`src/rtl/ifetch_queue_pkg.sv`:
```
// Shared fetch constants: instruction/PC widths, reset PC, bubble encoding.
// Kept alongside the opcode parameters so decode and fetch agree on NOP.
package ifetch_queue_pkg;

  localparam int          INSTR_W       = 48;
  localparam int          IFQ_PC_W      = 16;
  localparam int          IFQ_DEPTH     = 4;
  localparam logic [15:0] IFQ_RESET_PC  = 16'h0000;
  // LLB R0,#0 encodes as all zeros.
  localparam logic [47:0] IFQ_NOP_INSTR = 48'h0;

  function automatic int cnt_width(input int depth);
    return $clog2(depth) + 1;
  endfunction

endpackage

```
`src/rtl/ifq_fifo.sv`:
```
// DEPTH x WIDTH synchronous FIFO with flush; head is read combinationally, so a
// push is visible one cycle later (no bypass). Caller guarantees no push-when-full.
module ifq_fifo #(
  parameter int DEPTH = 4,
  parameter int WIDTH = 64
) (
  input  logic                   clk,
  input  logic                   rst_n,
  input  logic                   push,
  input  logic [WIDTH-1:0]       push_dat,
  input  logic                   pop,
  input  logic                   flush,
  output logic [WIDTH-1:0]       head_dat,
  output logic [$clog2(DEPTH):0] count,
  output logic                   full,
  output logic                   empty
);

  localparam int PTR_W = $clog2(DEPTH);
  localparam int CNT_W = PTR_W + 1;

  logic [WIDTH-1:0] mem_q [DEPTH];
  logic [WIDTH-1:0] mem_d [DEPTH];
  logic [PTR_W-1:0] wr_ptr_q, wr_ptr_d;
  logic [PTR_W-1:0] rd_ptr_q, rd_ptr_d;
  logic [CNT_W-1:0] count_q, count_d;

  always_comb begin
    mem_d    = mem_q;
    wr_ptr_d = wr_ptr_q;
    rd_ptr_d = rd_ptr_q;
    count_d  = count_q;
    if (flush) begin
      wr_ptr_d = '0;
      rd_ptr_d = '0;
      count_d  = '0;
    end else begin
      if (push) begin
        mem_d[wr_ptr_q] = push_dat;
        wr_ptr_d        = wr_ptr_q + PTR_W'(1);
      end
      if (pop) begin
        rd_ptr_d = rd_ptr_q + PTR_W'(1);
      end
      count_d = count_q + CNT_W'(push) - CNT_W'(pop);
    end
  end

  always_ff @(posedge clk or negedge rst_n) begin
    if (!rst_n) begin
      for (int i = 0; i < DEPTH; i++) begin
        mem_q[i] <= '0;
      end
      wr_ptr_q <= '0;
      rd_ptr_q <= '0;
      count_q  <= '0;
    end else begin
      mem_q    <= mem_d;
      wr_ptr_q <= wr_ptr_d;
      rd_ptr_q <= rd_ptr_d;
      count_q  <= count_d;
    end
  end

  assign head_dat = mem_q[rd_ptr_q];
  assign count    = count_q;
  assign full     = (count_q == CNT_W'(DEPTH));
  assign empty    = (count_q == '0);

endmodule

```
`src/rtl/ifetch_queue.sv`:
```
// Fetch stage: owns PC, issues in-order requests under a queue credit, buffers
// responses for decode; head shown combinationally, stall holds it, NOP when empty.
module ifetch_queue
  import ifetch_queue_pkg::*;
#(
  parameter int                 PC_W      = IFQ_PC_W,
  parameter int                 DEPTH     = IFQ_DEPTH,
  parameter logic [PC_W-1:0]    RESET_PC  = PC_W'(IFQ_RESET_PC),
  parameter logic [INSTR_W-1:0] NOP_INSTR = IFQ_NOP_INSTR
) (
  input  logic               clk,
  input  logic               rst_n,
  input  logic               stall_IM_ID,
  input  logic               flow_change_ID_EX,
  input  logic [PC_W-1:0]    dst_ID_EX,
  input  logic               hlt_fetch,
  output logic               im_req,
  output logic [PC_W-1:0]    im_addr,
  input  logic               im_gnt,
  input  logic               im_rvalid,
  input  logic [INSTR_W-1:0] im_rdata,
  output logic [INSTR_W-1:0] instr,
  output logic [PC_W-1:0]    nxt_pc,
  output logic               instr_vld
);

  localparam int CNT_W  = cnt_width(DEPTH);
  // Stale responses can pile up across back-to-back redirects with a slow memory.
  localparam int DISC_W = CNT_W + 4;

  typedef struct packed {
    logic [INSTR_W-1:0] instr;
    logic [PC_W-1:0]    nxt_pc;
  } ifq_entry_t;

  logic [PC_W-1:0]   pc_q, pc_d;
  logic [CNT_W-1:0]  outstanding_q, outstanding_d, outstanding_nx;
  logic [DISC_W-1:0] discard_q, discard_d, discard_nx;
  logic              halted_q, halted_d;
  logic              req_q, req_d;
  logic              gnt_acc, resp_live, resp_stale, push, pop;
  logic [CNT_W-1:0]  count, count_nx;
  logic              full, empty;
  ifq_entry_t        push_dat, head_dat;

  // Request is a flop of the credit rule evaluated on next state, so it is
  // quiet in reset and cannot change while waiting for a grant.
  assign im_req  = req_q & ~flow_change_ID_EX & ~hlt_fetch;
  assign im_addr = pc_q;

  assign gnt_acc    = im_req & im_gnt;
  assign resp_stale = im_rvalid & (discard_q != '0);
  assign resp_live  = im_rvalid & (discard_q == '0);
  assign push       = resp_live & ~flow_change_ID_EX;
  assign pop        = ~stall_IM_ID & ~empty & ~flow_change_ID_EX;

  assign push_dat.instr  = im_rdata;
  assign push_dat.nxt_pc = pc_of_resp();

  always_comb begin
    outstanding_nx = outstanding_q + CNT_W'(gnt_acc) - CNT_W'(resp_live);
    discard_nx     = discard_q - DISC_W'(resp_stale);
    count_nx       = flow_change_ID_EX ? '0 : count + CNT_W'(push) - CNT_W'(pop);
    halted_d       = halted_q | hlt_fetch;
    pc_d           = pc_q;
    outstanding_d  = outstanding_nx;
    discard_d      = discard_nx;
    if (flow_change_ID_EX) begin
      pc_d          = dst_ID_EX;
      outstanding_d = '0;
      discard_d     = discard_nx + DISC_W'(outstanding_nx);
    end else if (gnt_acc) begin
      pc_d = pc_q + PC_W'(1);
    end
    req_d = ~halted_d &
            (({1'b0, count_nx} + {1'b0, outstanding_d}) < (CNT_W + 1)'(DEPTH));
  end

  always_ff @(posedge clk or negedge rst_n) begin
    if (!rst_n) begin
      pc_q          <= RESET_PC;
      outstanding_q <= '0;
      discard_q     <= '0;
      halted_q      <= 1'b0;
      req_q         <= 1'b0;
    end else begin
      pc_q          <= pc_d;
      outstanding_q <= outstanding_d;
      discard_q     <= discard_d;
      halted_q      <= halted_d;
      req_q         <= req_d;
    end
  end

  // Responses return in order, so the live one belongs to the oldest live
  // request: PC minus the live requests still in flight.
  function automatic logic [PC_W-1:0] pc_of_resp();
    return pc_q - PC_W'(outstanding_q) + PC_W'(1);
  endfunction

  ifq_fifo #(
    .DEPTH (DEPTH),
    .WIDTH (INSTR_W + PC_W)
  ) u_fifo (
    .clk      (clk),
    .rst_n    (rst_n),
    .push     (push),
    .push_dat (push_dat),
    .pop      (pop),
    .flush    (flow_change_ID_EX),
    .head_dat (head_dat),
    .count    (count),
    .full     (full),
    .empty    (empty)
  );

  assign instr     = empty ? NOP_INSTR : head_dat.instr;
  assign nxt_pc    = empty ? '0 : head_dat.nxt_pc;
  assign instr_vld = ~empty;

  a_no_overflow : assert property (@(posedge clk) disable iff (!rst_n) !(push && full));
  a_no_underflow : assert property (@(posedge clk) disable iff (!rst_n)
    !(im_rvalid && outstanding_q == '0 && discard_q == '0));

endmodule

```
`config.mk`:
```
export PLATFORM = sky130hd
export DESIGN_NAME = ifetch_queue
export DESIGN_NICKNAME = d
export VERILOG_FILES = /design/src/rtl/ifetch_queue_pkg.sv /design/src/rtl/ifq_fifo.sv /design/src/rtl/ifetch_queue.sv
export SDC_FILE = /design/constraint.sdc
export NUM_CORES = 1
export LEC_CHECK = 0
export CORE_MARGIN = 1.5
export CORE_UTILIZATION = 40
export CTS_CLUSTER_SIZE = 16
export DETAILED_ROUTE_END_ITERATION = 8
export PLACE_DENSITY = 0.67
export SYNTH_ARGS = -nofsm -noshare
export SYNTH_HDL_FRONTEND = slang
export SYNTH_HIERARCHICAL = 1
export SYNTH_SLANG_ARGS = --single-unit
```
`constraint.sdc`:
```
create_clock -name clk -period 4.45 [get_ports clk]
set_clock_uncertainty 0.2 [all_clocks]
set_input_delay 0.6675 -clock clk [delete_from_list [all_inputs] [get_ports clk]]
set_output_delay 0.6675 -clock clk [all_outputs]
set_load 0.1 [all_outputs]
```
==> impl_metrics.toml <==
[status]
outcome = "finished clean"

[placement]
place_inst = 1669
buffer_ports.inserted = 152
detailed_place_hpwl_um = 19500
placedInstanceArea_um2 = 17280
final_wtd_congestion = 0.7425

[worst_setup_path]
r2r_slack_ns = 0.46
reg2reg_from = "discard_q[2]$_DFF_PN0_"
worst-endpoint-arrival_ns = 4.21
criticalPathCategory = "reg2reg"
cp-end-kind = "flip-flop"
reg2regPathDepth = 14
timing.critical_path.required_ns = 4.67
start_kind = "flip-flop"
r2r-end = "req_q$_DFF_PN0_"
critical_path_peak_fanout = 5

[floorplanning]
core_um2 = 38560
dieArea_um2 = 40100
starting_density = 0.4036
count_of_standard_cell_rows = 72
dieWidth_um = 200.2
pin_count = 153
die_y_extent_um = 200.2

[sta]
timing.slew.headroom = 0.3440
timing_max_transition_violations_final = 0
fmax_mhz = 250.8
timing.final.setup_violations = 0
period_share = 0.8959
final_hold_viol_count = 0
fin_crit_ns = 3.987
tns_ns = 0
rsz0062_at_grt = "false"
worstMarginPinSlew_ns = 0.9809

[drt]
antenna_left = 0
detail_route.drc_violations = 0
top_layer_used = "met4"
routed_via_density = 5.017
drt_iter0_markers = 353
detail_route.wl_per_cell_um = 18.45
route.final.wire_length_um = 31970
dr_wl_met3_um = 1215
drt-met1-wl_um = 15610
routed-via-count = 8695
firstDrtPassIters = 4
routed-wl-met2_um = 14660

[synthesis]
post_synth_inst_count = 1037
synth.net_count = 1159
netlist_area_um2 = 15560
synth-warning-count = 6
syn_avg_cell_area_um2 = 15.01

[global_route]
total_routing_usage_reported_by_global_routing = 0.1641
grt_max_degree = 127
first_pass_grt_wire_length_um = 53140
grt_antenna_before_repair = 0
grt-ovfl-total = 0
first_global_vias = 9495

[worst_hold_path]
holdCritPathClass = "in2async"

[final_layout]
syn_to_final_growth_pct = 18.52
layout.cell_area.non_filler_um2 = 18440
drive_gt1_frac = 0.3951
layoutNonFillerInstCount = 1733
antenna_cells = 0
layout.nets = 1310

[power_and_ir_drop]
power_density_nw_per_um2 = 450.3
max-vdd-ir-drop_mv = 0.2484
leakagePower_nw = 9.254

[clock_network]
ctsHtreeMaxLevel = 2
cts-root-to-sink-buffers = 3
clkTransAtPathRegs_ns = 0.06
root_cell_of_the_clock_tree = "sky130_fd_sc_hd__clkbuf_16"
post_cts.resized_instances = 0
clk-insertion-delay-late_ns = 0.52
post_cts_buffers = 0
tritoncts.num_buffers = 35
cts_sinks = 291
clock_tree_from_tritoncts = "done"
ctsHoldBuffers = 0

[job]
max_cap_viol_count = 0
[placed cells by master, fill, tap and decap left out, drive strengths merged, types with 3 or more instances in the layout]
cell type      count
dfrtp            291
mux2             256
buf               90
clkdlybuf4s50     85
nor2b             73
mux4              64
clkbuf            51
ha                46
inv               44
xnor2             30
nor2              26
nand2             25
o21ai             19
a21oi             12
clkinv             9
nand3              7
xor2               6
a21o               6
nor4               6
nand3b             6
a211oi             5
fa                 5
nor3               5
and3               4
and4               3
bufinv             3
[critical path: stages (launching register included)]
cell and delay (ns):
sky130_fd_sc_hd__dfrtp_1 0.42, sky130_fd_sc_hd__or4_1 0.58, sky130_fd_sc_hd__nor4_1 0.27, sky130_fd_sc_hd__and2_1 0.19, sky130_fd_sc_hd__ha_1 0.22, sky130_fd_sc_hd__inv_1 0.05, sky130_fd_sc_hd__ha_1 0.13, sky130_fd_sc_hd__inv_1 0.05
sky130_fd_sc_hd__fa_1 0.37, sky130_fd_sc_hd__xnor2_1 0.15, sky130_fd_sc_hd__xnor2_1 0.22, sky130_fd_sc_hd__nor2b_1 0.23, sky130_fd_sc_hd__ha_1 0.25, sky130_fd_sc_hd__or3_1 0.36, sky130_fd_sc_hd__a311oi_1 0.20
[state kept, by name (all words and copies together) (netlist names), 2 cells and up]
signal           cells
u_fifo/count         3
u_fifo/mem_q       256
im_addr             16
u_fifo/rd_ptr_q      2
outstanding_q        3
u_fifo/wr_ptr_q      2
discard_q            7
[per-layer routing]
metal,GRT usage,vias to the layer above
met3,0.03157,39
met5,0,-
met2,0.2571,143
met1,0.2353,4492
met4,0.03869,0
li1,-,4021
[worst max-delay path by stage]
stage                                      start               to  cells past startpoint
final                     discard_q[2]$_DFF_PN0_  req_q$_DFF_PN0_                     14
after global routing      discard_q[2]$_DFF_PN0_  req_q$_DFF_PN0_                     14
after CTS                 discard_q[2]$_DFF_PN0_  req_q$_DFF_PN0_                     14
after detailed placement               hlt_fetch  req_q$_DFF_PN0_                     14
after global placement                 hlt_fetch  req_q$_DFF_PN0_                     14
after floorplan                flow_change_ID_EX           im_req                      3
[metrics by stage]
stage / worst slack (ns) / utilization / power, mW / hold WS (ns)
global placement: 0.3716 / 0.4482 / 5.453 / 0.2465
CTS: 0.3865 / 0.4783 / 8.445 / 0.08813
floorplan: 0.3069 / - / 4.933 / 0.1719
finish: 0.4633 / 0.4783 / 8.304 / 0.05596
detailed placement: 0.2400 / 0.4482 / 5.492 / 0.2709
global route: 0.1467 / 0.4783 / 8.744 / 0.1090
[cell type report]
cell class | count | area (um^2)
Sequential cell | 291 | 7289
Tap cell | 518 | 648.1
Inverter | 43 | 161.4
Clock inverter | 13 | 155.1
Clock buffer | 51 | 1007
Fill cell | 3395 | 20110
Multi-Input combinational cell | 642 | 7587
Timing Repair Buffer | 175 | 1594
[report_power, final]
part / leakage (nW) / internal, mW / switching, mW
clock network: 0.576 / 1.75 / 1.13
registers: 4.00 / 2.93 / 0.216
logic: 4.68 / 1.03 / 1.24
total: 9.25 / 5.71 / 2.59
No activity file was read; power rests on OpenSTA's default activity.
